===== config.mk =====
export PLATFORM = sky130hd
export DESIGN_NAME = phase_frame_decoder
export DESIGN_NICKNAME = d
export VERILOG_FILES = /design/src/rtl/phase_frame_decoder.sv
export SDC_FILE = /design/constraint.sdc
export NUM_CORES = 1
export LEC_CHECK = 0
export CORE_ASPECT_RATIO = 2
export CORE_MARGIN = 4
export CORE_UTILIZATION = 33
export DETAILED_ROUTE_END_ITERATION = 10
export SLEW_MARGIN = 10
export SYNTH_ARGS = -nofsm -noshare
export SYNTH_HDL_FRONTEND = slang
export SYNTH_SLANG_ARGS = --single-unit

===== constraint.sdc =====
create_clock -name clk -period 2.25 [get_ports clk]
set_input_delay 0.45 -clock clk [delete_from_list [all_inputs] [get_ports clk]]
set_output_delay 0.45 -clock clk [all_outputs]
set_load 0.005 [all_outputs]

===== src/rtl/phase_frame_decoder.sv =====
// Byte-stream frame receiver feeding phase_calibration: assembles phase/calibration frames
// and commits them atomically. Define PHASE_FRAME_CHECKSUM_EN for the trailing XOR checksum byte.
module phase_frame_decoder #(
   parameter int          NUM_CHANNELS   = 4,
   parameter int          TIMEOUT_CYCLES = 1000,
   parameter logic [7:0]  HDR_PHASE      = 8'hAA,
   parameter logic [7:0]  HDR_CALIB      = 8'hAB
) (
   input  logic       clk,
   input  logic       rst_n,
   input  logic [7:0] byte_in,
   input  logic       byte_valid,
   output logic [7:0] phases_out [NUM_CHANNELS],
   output logic       phase_calib_en,
   output logic       frame_busy,
   output logic       frame_error
);

   localparam int IDX_W = $clog2(NUM_CHANNELS + 1);
   localparam int TMO_W = $clog2(TIMEOUT_CYCLES);
   localparam logic [IDX_W-1:0] LAST_IDX = IDX_W'(NUM_CHANNELS - 1);
   localparam logic [TMO_W-1:0] TMO_LAST = TMO_W'(TIMEOUT_CYCLES - 1);

`ifdef PHASE_FRAME_CHECKSUM_EN
   typedef enum logic [1:0] {
      ST_IDLE    = 2'd0,
      ST_PAYLOAD = 2'd1,
      ST_CHECK   = 2'd2
   } state_t;

   function automatic logic [7:0] chk_step(input logic [7:0] acc, input logic [7:0] b);
      return acc ^ b;
   endfunction
`else
   typedef enum logic [1:0] {
      ST_IDLE    = 2'd0,
      ST_PAYLOAD = 2'd1
   } state_t;
`endif

   state_t           state_q, state_d;
   logic [IDX_W-1:0] idx_q, idx_d;
   logic [TMO_W-1:0] tmo_q, tmo_d;
   logic             is_calib_q, is_calib_d;
   logic [7:0]       shadow_q [NUM_CHANNELS];
   logic [7:0]       shadow_d [NUM_CHANNELS];
   logic [7:0]       phase_q [NUM_CHANNELS];
   logic [7:0]       phase_d [NUM_CHANNELS];
   logic [7:0]       phases_out_q [NUM_CHANNELS];
   logic [7:0]       phases_out_d [NUM_CHANNELS];
   logic             calib_en_q, calib_en_d;
   logic             busy_q, busy_d;
   logic             err_q, err_d;
   logic [7:0]       frame_s [NUM_CHANNELS];
   logic             commit_s;
`ifdef PHASE_FRAME_CHECKSUM_EN
   logic [7:0]       chk_q, chk_d;
`endif

   // Next-state, frame assembly, timeout and commit logic
   always_comb begin
      state_d      = state_q;
      idx_d        = idx_q;
      tmo_d        = tmo_q;
      is_calib_d   = is_calib_q;
      shadow_d     = shadow_q;
      phase_d      = phase_q;
      phases_out_d = phase_q;
      calib_en_d   = 1'b0;
      err_d        = 1'b0;
      commit_s     = 1'b0;
`ifdef PHASE_FRAME_CHECKSUM_EN
      chk_d        = chk_q;
`endif

      // Shadow with the incoming byte merged in; once idx passes the last slot it equals shadow_q.
      frame_s = shadow_q;
      for (int i = 0; i < NUM_CHANNELS; i++) begin
         if (byte_valid && (idx_q == IDX_W'(i))) begin
            frame_s[i] = byte_in;
         end else begin
            frame_s[i] = shadow_q[i];
         end
      end

      case (state_q)
         ST_IDLE: begin
            tmo_d = '0;
            if (byte_valid) begin
               if ((byte_in == HDR_PHASE) || (byte_in == HDR_CALIB)) begin
                  is_calib_d = (byte_in == HDR_CALIB);
                  idx_d      = '0;
                  state_d    = ST_PAYLOAD;
`ifdef PHASE_FRAME_CHECKSUM_EN
                  chk_d      = byte_in;
`endif
               end else begin
                  err_d = 1'b1;
               end
            end else begin
               idx_d = '0;
            end
         end
         ST_PAYLOAD: begin
            if (byte_valid) begin
               tmo_d    = '0;
               shadow_d = frame_s;
               idx_d    = idx_q + IDX_W'(1);
`ifdef PHASE_FRAME_CHECKSUM_EN
               chk_d    = chk_step(chk_q, byte_in);
               if (idx_q == LAST_IDX) begin
                  state_d = ST_CHECK;
               end else begin
                  state_d = ST_PAYLOAD;
               end
`else
               if (idx_q == LAST_IDX) begin
                  commit_s = 1'b1;
               end else begin
                  state_d = ST_PAYLOAD;
               end
`endif
            end else if (tmo_q == TMO_LAST) begin
               err_d   = 1'b1;
               state_d = ST_IDLE;
               for (int i = 0; i < NUM_CHANNELS; i++) shadow_d[i] = 8'h00;
            end else begin
               tmo_d = tmo_q + TMO_W'(1);
            end
         end
`ifdef PHASE_FRAME_CHECKSUM_EN
         ST_CHECK: begin
            if (byte_valid) begin
               tmo_d = '0;
               if (byte_in == chk_q) begin
                  commit_s = 1'b1;
               end else begin
                  err_d   = 1'b1;
                  state_d = ST_IDLE;
                  for (int i = 0; i < NUM_CHANNELS; i++) shadow_d[i] = 8'h00;
               end
            end else if (tmo_q == TMO_LAST) begin
               err_d   = 1'b1;
               state_d = ST_IDLE;
               for (int i = 0; i < NUM_CHANNELS; i++) shadow_d[i] = 8'h00;
            end else begin
               tmo_d = tmo_q + TMO_W'(1);
            end
         end
`endif
         default: begin
            state_d = ST_IDLE;
            idx_d   = '0;
            tmo_d   = '0;
         end
      endcase

      // Calibration frames show for one cycle only and never touch the phase register.
      if (commit_s) begin
         state_d = ST_IDLE;
         for (int i = 0; i < NUM_CHANNELS; i++) shadow_d[i] = 8'h00;
         if (is_calib_q) begin
            phases_out_d = frame_s;
            calib_en_d   = 1'b1;
         end else begin
            phase_d      = frame_s;
            phases_out_d = frame_s;
         end
      end else begin
         calib_en_d = 1'b0;
      end

      busy_d = (state_d != ST_IDLE);
   end

   // State and output registers with synchronous active-low reset
   always_ff @(posedge clk) begin
      if (!rst_n) begin
         state_q    <= ST_IDLE;
         idx_q      <= '0;
         tmo_q      <= '0;
         is_calib_q <= 1'b0;
         calib_en_q <= 1'b0;
         busy_q     <= 1'b0;
         err_q      <= 1'b0;
         for (int i = 0; i < NUM_CHANNELS; i++) begin
            shadow_q[i]     <= 8'h00;
            phase_q[i]      <= 8'h00;
            phases_out_q[i] <= 8'h00;
         end
`ifdef PHASE_FRAME_CHECKSUM_EN
         chk_q      <= 8'h00;
`endif
      end else begin
         state_q      <= state_d;
         idx_q        <= idx_d;
         tmo_q        <= tmo_d;
         is_calib_q   <= is_calib_d;
         calib_en_q   <= calib_en_d;
         busy_q       <= busy_d;
         err_q        <= err_d;
         shadow_q     <= shadow_d;
         phase_q      <= phase_d;
         phases_out_q <= phases_out_d;
`ifdef PHASE_FRAME_CHECKSUM_EN
         chk_q        <= chk_d;
`endif
      end
   end

   assign phases_out     = phases_out_q;
   assign phase_calib_en = calib_en_q;
   assign frame_busy     = busy_q;
   assign frame_error    = err_q;

endmodule


[Word-level counts from Yosys, hierarchy flattened]
Index checks and enable logic that the tools add are counted.
Widths: inputs -> output; s select.
Word-level totals
  register bits after elaboration: 115
  input port bits: 11
  output and inout bits: 35
Operators by class
  $add $sub $neg: 2
  eq/ne operators: 9
  multiplexer cells: 27
  bitwise gates (word level): 3
  reduce and logical (&&, ||, !) cells: 16
Operators by type and width (number)
  $mux 32: 3
  $mux 8: 4
  $eq 8x8->1 const B: 2
  $mux 2: 6
  $add 10x1->10 const B: 1
  $eq 10x10->1 const B: 1
  $mux 3: 3
  $mux 1: 8
  $reduce_and 2->1: 4
  $eq 3x2->1 const B: 2
  $pmux 3 s2: 1
  $logic_and 1x1->1: 4
  $pmux 2 s2: 1
  $reduce_bool 2->1: 2
  $add 3x1->3 const B: 1
  $eq 3x1->1 const B: 1
  $logic_not 3->1: 1
  $ne 3x3->1 const B: 1
  $not 1->1: 3
  $reduce_and 3->1: 1
  $reduce_or 3->1: 1
  $eq 2x1->1 const B: 1
  $logic_not 2->1: 1
  $ne 2x2->1 const B: 1
  3 further kinds: 3

[Logic depth before layout (Yosys ltp)]
Gate-level depths: netlist (run 1).
  word-level depth: 7
  gate-level depth with buffers: 9

[Worst setup path before layout (run 1)]
No wires, ideal clock.
  path kind: register to register
  start point: register idx_q[0]
  end point: register phase_q[12] in the netlist's numbering
  library setup time: 0.133 ns
  arrival time: 1.648 ns
  slack: 0.470 ns
  cell stages (with the launch flop): 9
  path buffers: 3
  cells stage by stage: dfxtp_1 > ha_1 > ha_1 > nand4b_1 > buf_2 > nor2_1 > buf_2 > clkbuf_1 > a21oi_1
Between the ends
  longest elaborated chain between the ends: 5
  elaborated cells on any way between the ends: 8
  classes of those cells: eq/ne: 2; mux: 4; reduce/logical: 2
RTL lines
  from (decl): line 42  | logic [IDX_W-1:0] idx_q, idx_d;
  from (signal assigned): line 196  | idx_q <= idx_d;
  $eq 3x2->1: line 117  | if (idx_q == LAST_IDX) begin
  $mux 1: line 117
  $mux 1: line 105  | if (byte_valid) begin
  $mux 1: line 86  | case (state_q)
  $reduce_and 2->1 (no line)
  to (signal assigned): line 203  | phase_q <= phase_d;
  to (decl): line 47  | logic [7:0] phase_q [NUM_CHANNELS];
Several ways; a longest one is shown, not always the timed one.
A chain may end at the register's enable or synchronous reset.

[Worst setup path in the final report (run 1)]
  start point: register idx_q[0]
  end point: register shadow_q[10] in the netlist's numbering
Between the ends
  longest elaborated chain between the ends: 5
  elaborated cells on any way between the ends: 9
  classes of those cells: eq/ne: 2; mux: 5; reduce/logical: 2
RTL lines
  $eq 3x2->1: line 117
  $mux 1: line 117
  $mux 1: line 105
  $mux 1: line 86
  $reduce_or 2->1 (no line)
  to (signal assigned): line 202  | shadow_q <= shadow_d;
  to (decl): line 45  | logic [7:0] shadow_q [NUM_CHANNELS];
Several ways; a longest one is shown, not always the timed one.

==> metrics.md, run 1 <==
| Metric | Value |
|---|---|
| Max Cap Viol | `0` |
| Clk_lat worst skew | `0.35 ns` |
| R2R cell count | `6` |
| Gates resized, CTS repair | `0` |
| DR iter-0 viols | `103` |
| Startpoint Class | `flop` |
| Largest net degree at the start of global routing | `56` |
| Critical Path Max Stage Delay | `0.45 ns` |
| Post-synth top flop | `dfxtp_1` |
| Pwr/cell area | `728 nW/µm²` |
| Die Y | `166 µm` |
| RSZ-0062 raised after global routing | `no` |
| Crit end category | `flop` |
| Crit Path Category | `reg -> reg` |
| Switching Fraction | `20.8%` |
| LEAKAGE | `0.00186 µW` |
| Logic pwr share | `3.6%` |
| Post-synthesis sequential area ratio | `52.1%` |
| Worst Path Arrival | `2.23 ns` |
| Rows | `57` |
| Setup ws final | `0.309 ns` |
| Post-Place Cells | `616` |
| # setup viols final | `0` |
| # clock sinks | `107` |
| HPWL after detailed placement | `7.21 mm` |
| Most common cell after layout, fill and taps aside | `dfxtp_1` |
| ANT nets after route | `0` |
| CTS clock-pin slew for the worst setup and hold paths | `0.07 ns` |
| Post-synth ARST share | `0%` |
| Sw Pwr | `783 µW` |
| Layout cells sized above 1 | `9.90%` |
| Via count | `3,200` |
| Cell area after synthesis | `4110 µm²` |
| Max Buffers Root-to-Sink | `2` |
| Final cycle utilization of the critical path | `86.3%` |
| Fin crit period | `1.94 ns` |
| CTS root buffer | `clkbuf_16` |
| Worst Hold Endpoint | `phase_q[1]$_SDFFE_PN0P_` |
| Skew final | `0.00745 ns` |
| Post-Place Setup Slack | `0.121 ns` |
| Hold path depth | `2` |
| Vias in the first global route | `3,322` |
| Fmax | `515 MHz` |
| Starting Density | `33.7%` |
| DRC violations left | `0` |
| CTS H-Tree Depth | `3` |
| Avg WL per Cell | `15.7 µm` |
| Final GP Congestion | `0.831` |
| Fin Setup TNS | `0 ns` |
| First-pass GRT wire length | `16.3 mm` |
| Final hold violation count | `0` |
| Yosys cell types | `37` |
| Peak VDD IR | `0.433 mV` |
| Buffers added on ports | `45` |
| Hold crit path type | `reg -> reg` |
| Critical-path top delay cell | `o31ai_4` |
| TritonCTS buffer count | `9` |
| Design Area, Final | `5180 µm²` |
| ANT cells | `0` |
| Vias per cell | `5.06` |
| Critical Path Most Common Cell | `ha_1` |
| Die Span X | `86.9 µm` |
| Area delta synth->final | `25.9%` |
| Mapped Nets | `453` |
| Status | `finished clean` |
| WL final | `9.92 mm` |
| Die Footprint | `14,400 µm²` |
| Max Slew Vio Count | `0` |
| Power Internal | `2990 µW` |
| Post-Synthesis Cells | `436` |
| Clock share of power | `46.1%` |
| Antenna violations before repair | `0` |
| Seq pwr share | `50.3%` |
| Fin nets | `497` |
| Tot GR Track Use | `14.5%` |
| Start of the worst register-to-register path | `idx_q[0]$_SDFFE_PN0P_` |
| Commonest cells after routing, fill and taps aside | `dfxtp_1, a21oi_1, o21ai_0` |
| CTS tree | `done` |
| CTS Hold Buffers Added | `0` |
| Synthesized area per cell | `9.43 µm²` |
| YS warnings | `0` |
| Worst hold start | `phase_q[1]$_SDFFE_PN0P_` |
| Critical path, cell by cell | `ha_1, ha_1, nand4b_1, nand2_1, o31ai_4, a22o_1` |
| Core Area | `12,200 µm²` |
| Final cell count without fillers | `632` |
| I/O pin cnt | `46` |
| Post-CTS setup repair buffer count | `0` |
| DRT Pass-1 Iters | `4` |
| GR Overflow Total | `0` |
| Post-synth EDFFs | `0` |
| Worst R2R Setup Slack | `0.31 ns` |
| #FFs+latches synth | `107` |
| RR Endpoint | `shadow_q[10]$_SDFFE_PP0P_` |
| Placed inst area | `4840 µm²` |
| CP Max Fanout | `8` |
| Worst path required time | `2.54 ns` |
## stage by stage
step                utilization, %  power, µW  hold slack (ns)
floorplan                        -       2010            0.437
global placement              39.7       2070            0.441
detailed placement            39.7       2070            0.447
CTS                           42.5       3820            0.456
global route                  42.5       3900            0.470
finish                        42.5       3770            0.455
## logic make-up after synthesis
| family | synth area share [%] |
|---|---|
| buffers and inverters | 4.44 |
| xor gates and xnor gates | 1.70 |
| and+or+nand+nor | 11.6 |
| muxes | 6.33 |
| other | 0.0912 |
| AOI/OAI and AO/OA | 21.9 |
| adders and majority gates | 1.83 |
| DFF | 52.1 |
## worst max-delay path by stage
stage	from	to	slack (ns)	cells after the start
floorplan	idx_q[0]$_SDFFE_PN0P_	phase_q[12]$_SDFFE_PN0P_	0.47	8
global placement	byte_in[6]	is_calib_q$_SDFFE_PN0P_	0.12	6
detailed placement	byte_valid	shadow_q[10]$_SDFFE_PP0P_	0.12	6
CTS	idx_q[0]$_SDFFE_PN0P_	shadow_q[10]$_SDFFE_PP0P_	0.31	6
global route	idx_q[0]$_SDFFE_PN0P_	phase_q[3]$_SDFFE_PN0P_	0.17	7
finish	idx_q[0]$_SDFFE_PN0P_	shadow_q[10]$_SDFFE_PP0P_	0.31	6
## final cells by class
cell class                 count  area (µm²)
tap                          147         184
inverter                       7        26.3
fill                        1161        7020
clock buffer                  11         253
sequential                   107        2140
timing repair buffer          70         701
multi-input combinational    285        1790
clock inverter                 5        82.6
## worst max-delay path, delay by kind of cell (launching register included)
family	cells	cell delay, ns
AO/OA/AOI/OAI	2	0.67
flip-flops	1	0.34
adder cells (fa/ha/maj)	2	0.47
AND/OR/NAND/NOR	2	0.40
## power by group through the flow
stage	clock network [µW]	logic, µW	registers [µW]
finish	1740	134	1900
global placement	0	133	1940
CTS	1790	135	1900
floorplan	0	73.7	1940
detailed placement	0	135	1940
global route	1860	143	1890
## synthesized netlist by cell type, types with 3 or more instances
| cell type | instances | area (µm²) |
|---|---|---|
| clkbuf_1 | 24 | 90.1 |
| a21oi_1 | 67 | 335 |
| ha_1 | 6 | 75.1 |
| inv_1 | 6 | 22.5 |
| mux2i_1 | 26 | 260 |
| buf_2 | 8 | 40.0 |
| nand2_1 | 40 | 150 |
| nand3_1 | 4 | 20.0 |
| nor3_1 | 7 | 35.0 |
| buf_1 | 3 | 11.3 |
| nand2b_1 | 6 | 37.5 |
| o21ai_0 | 50 | 250 |
| dfxtp_1 | 107 | 2140 |
| a22o_1 | 24 | 210 |
| nor2_1 | 21 | 78.8 |
| and2_1 | 4 | 25.0 |
| xor2_1 | 3 | 26.3 |
| o31ai_4 | 3 | 63.8 |
| xnor2_1 | 5 | 43.8 |
## flip-flops by register name (all words and copies together) (netlist names)
name and cells:
shadow_q 24, is_calib_q 1, frame_error 1, state_q 2, phase_calib_en 1, idx_q 3
frame_busy 1, tmo_q 10, phase_q 32, phases_out 32
## layer usage
layer / track usage, % / share of wire, % / vias up / wire length, µm
met2: 26.2 / 56 / 53 / 5530
li1: - / - / 1610 / -
met4: 7.06 / 2.8 / 0 / 282
met3: 3.23 / 3.0 / 18 / 297
met1: 15.2 / 38 / 1519 / 3810
met5: 0 / 0 / - / 0
Power figures use the tool's default switching activity.
==> inputs of run 2 (changes only) <==
- GPL_TIMING_DRIVEN: not set -> 1
- SLEW_MARGIN: 10 -> 20
- TNS_END_PERCENT: not set -> 30
==> results of run 2 <==
The final DEF is identical to that of run 1; final timing and power are the same.
==> inputs of run 3 (changes only) <==
- CORE_ASPECT_RATIO: 2 -> not set
- HOLD_SLACK_MARGIN: not set -> 0.05
- PLACE_DENSITY: not set -> 0.49
==> run 3 against run 2 <==
Effect of this change:
- count of clock-buffer cells in the layout rose by 2
- global-route usage fell by 0.85 points
- critical path depth did not move
- utilization grew 0.32 points
- setup slack improved by 0.024 ns
- total power down 3.3%
- clock power fell by 7%
==> metrics.md, run 3 (synthesis results as in run 1) <==
| Metric | Value |
|---|---|
| CTS Hold Buffers Added | `0 (unchanged)` |
| Post-CTS setup repair buffer count | `0 (unchanged)` |
| Vias per cell | `4.90 (was 5.06)` |
| HPWL after detailed placement | `6.55 mm (was 7.21 mm)` |
| CTS root buffer | `clkbuf_16 (unchanged)` |
| Die Footprint | `14,300 µm² (was 14,400 µm²)` |
| CTS clock-pin slew for the worst setup and hold paths | `0.07 ns (about the same)` |
| ANT nets after route | `0 (unchanged)` |
| Fin crit period | `1.92 ns (was 1.94 ns)` |
| DR iter-0 viols | `205 (was 103)` |
| First-pass GRT wire length | `15.4 mm (was 16.3 mm)` |
| Max Cap Viol | `0 (unchanged)` |
| ANT cells | `0 (unchanged)` |
| Vias in the first global route | `2,969 (was 3,322)` |
| Worst path required time | `2.53 ns (was 2.54 ns)` |
| Status | `finished clean (unchanged)` |
| Core Area | `12,100 µm² (was 12,200 µm²)` |
| CP Max Fanout | `8 (unchanged)` |
| # setup viols final | `0 (unchanged)` |
| Rows | `40 (was 57)` |
| Hold path depth | `2 (unchanged)` |
| Avg WL per Cell | `14.6 µm (was 15.7 µm)` |
| Commonest cells after routing, fill and taps aside | `dfxtp_1, a21oi_1, o21ai_0 (unchanged)` |
| I/O pin cnt | `46 (unchanged)` |
| CTS H-Tree Depth | `3 (unchanged)` |
| Peak VDD IR | `0.419 mV (was 0.433 mV)` |
| DRC violations left | `0 (unchanged)` |
| Max Buffers Root-to-Sink | `2 (unchanged)` |
| # clock sinks | `107 (unchanged)` |
| Fin Setup TNS | `0 ns (unchanged)` |
| Clk_lat worst skew | `0.34 ns (was 0.35 ns)` |
| Crit Path Category | `reg -> reg (unchanged)` |
| WL final | `9.55 mm (was 9.92 mm)` |
| Post-Place Setup Slack | `0.0311 ns (was 0.121 ns)` |
| Die Span X | `120 µm (was 86.9 µm)` |
| Final cycle utilization of the critical path | `85.2% (was 86.3%)` |
| Pwr/cell area | `703 nW/µm² (was 728 nW/µm²)` |
| Layout cells sized above 1 | `9.50% (was 9.90%)` |
| DRT Pass-1 Iters | `4 (unchanged)` |
| Via count | `3,192 (was 3,200)` |
| Area delta synth->final | `26.0% (was 25.9%)` |
| Buffers added on ports | `45 (unchanged)` |
| Antenna violations before repair | `0 (unchanged)` |
| Max Slew Vio Count | `0 (unchanged)` |
| LEAKAGE | `0.00184 µW (was 0.00186 µW)` |
| TritonCTS buffer count | `9 (unchanged)` |
| RSZ-0062 raised after global routing | `no (unchanged)` |
| Skew final | `0.00825 ns (was 0.00745 ns)` |
| Fmax | `522 MHz (was 515 MHz)` |
| Final hold violation count | `0 (unchanged)` |
| Largest net degree at the start of global routing | `57 (was 56)` |
| Fin nets | `496 (was 497)` |
| Final GP Congestion | `0.763 (was 0.831)` |
| Starting Density | `33.9% (was 33.7%)` |
| Gates resized, CTS repair | `0 (unchanged)` |
| Worst Path Arrival | `2.20 ns (was 2.23 ns)` |
| Setup ws final | `0.333 ns (was 0.309 ns)` |
| GR Overflow Total | `0 (unchanged)` |
| CTS tree | `done (unchanged)` |
| Most common cell after layout, fill and taps aside | `dfxtp_1 (unchanged)` |
| Crit end category | `flop (unchanged)` |
| Tot GR Track Use | `13.6% (was 14.5%)` |
| R2R cell count | `6 (unchanged)` |
| Hold crit path type | `reg -> reg (unchanged)` |
| Startpoint Class | `flop (unchanged)` |
| Die Y | `120 µm (was 166 µm)` |
==> run 3: per-layer routing <==
metal / up-vias / track usage (%) / share of wire [%]
met4: 0 / 5.94 / 2.2
met1: 1502 / 19.5 / 50
met2: 66 / 20.1 / 43
met5: - / 0 / 0
met3: 13 / 2.54 / 4.1
li1: 1611 / - / -
==> run 3: per-stage QoR <==
step                      cell area [µm²]  hold WS (ns)  power, µW  std cells  util (%)
after floorplan                      4110         0.437       2010        436         -
after global placement               4870         0.442       2080        636      40.2
after detailed placement             4870         0.447       2080        636      40.2
after CTS                            5180         0.457       3690        652      42.8
after global routing                 5180         0.485       3760        652      42.8
final                                5180         0.458       3640        652      42.8
==> run 3: report_power, final <==
part / internal (µW) / switching, µW / leakage (µW) / total [µW]
registers: 1890 / 1.72 / 0.000862 / 1900
clock network: 927 / 684 / 0.000146 / 1610
logic: 54.8 / 81.6 / 0.000828 / 136
total: 2880 / 767 / 0.00184 / 3640
==> run 3: layout make-up <==
class / instances / area [µm²]
well taps: 168 / 210
repair buffers: 69 / 706
inverters: 7 / 26.3
clock inverters: 3 / 46.3
flip-flops and latches: 107 / 2140
fillers: 1228 / 6930
clock buffers: 13 / 260
multi-input cells: 285 / 1790
==> run 3: worst paths after layout <==
check	start	slack (ns)	to
worst min register to register	phase_q[3]$_SDFFE_PN0P_	0.46	phase_q[3]$_SDFFE_PN0P_
worst min-delay path	phase_q[3]$_SDFFE_PN0P_	0.46	phase_q[3]$_SDFFE_PN0P_
worst max register to register	idx_q[0]$_SDFFE_PN0P_	0.33	shadow_q[10]$_SDFFE_PP0P_
worst max-delay path	idx_q[0]$_SDFFE_PN0P_	0.33	shadow_q[10]$_SDFFE_PP0P_
==> run 3: critical path, stage by stage (launching register included) <==
cell	delay (ns)
dfxtp_1	0.35
ha_1	0.21
ha_1	0.25
nand4b_1	0.19
nand2_1	0.21
o31ai_4	0.45
a22o_1	0.21
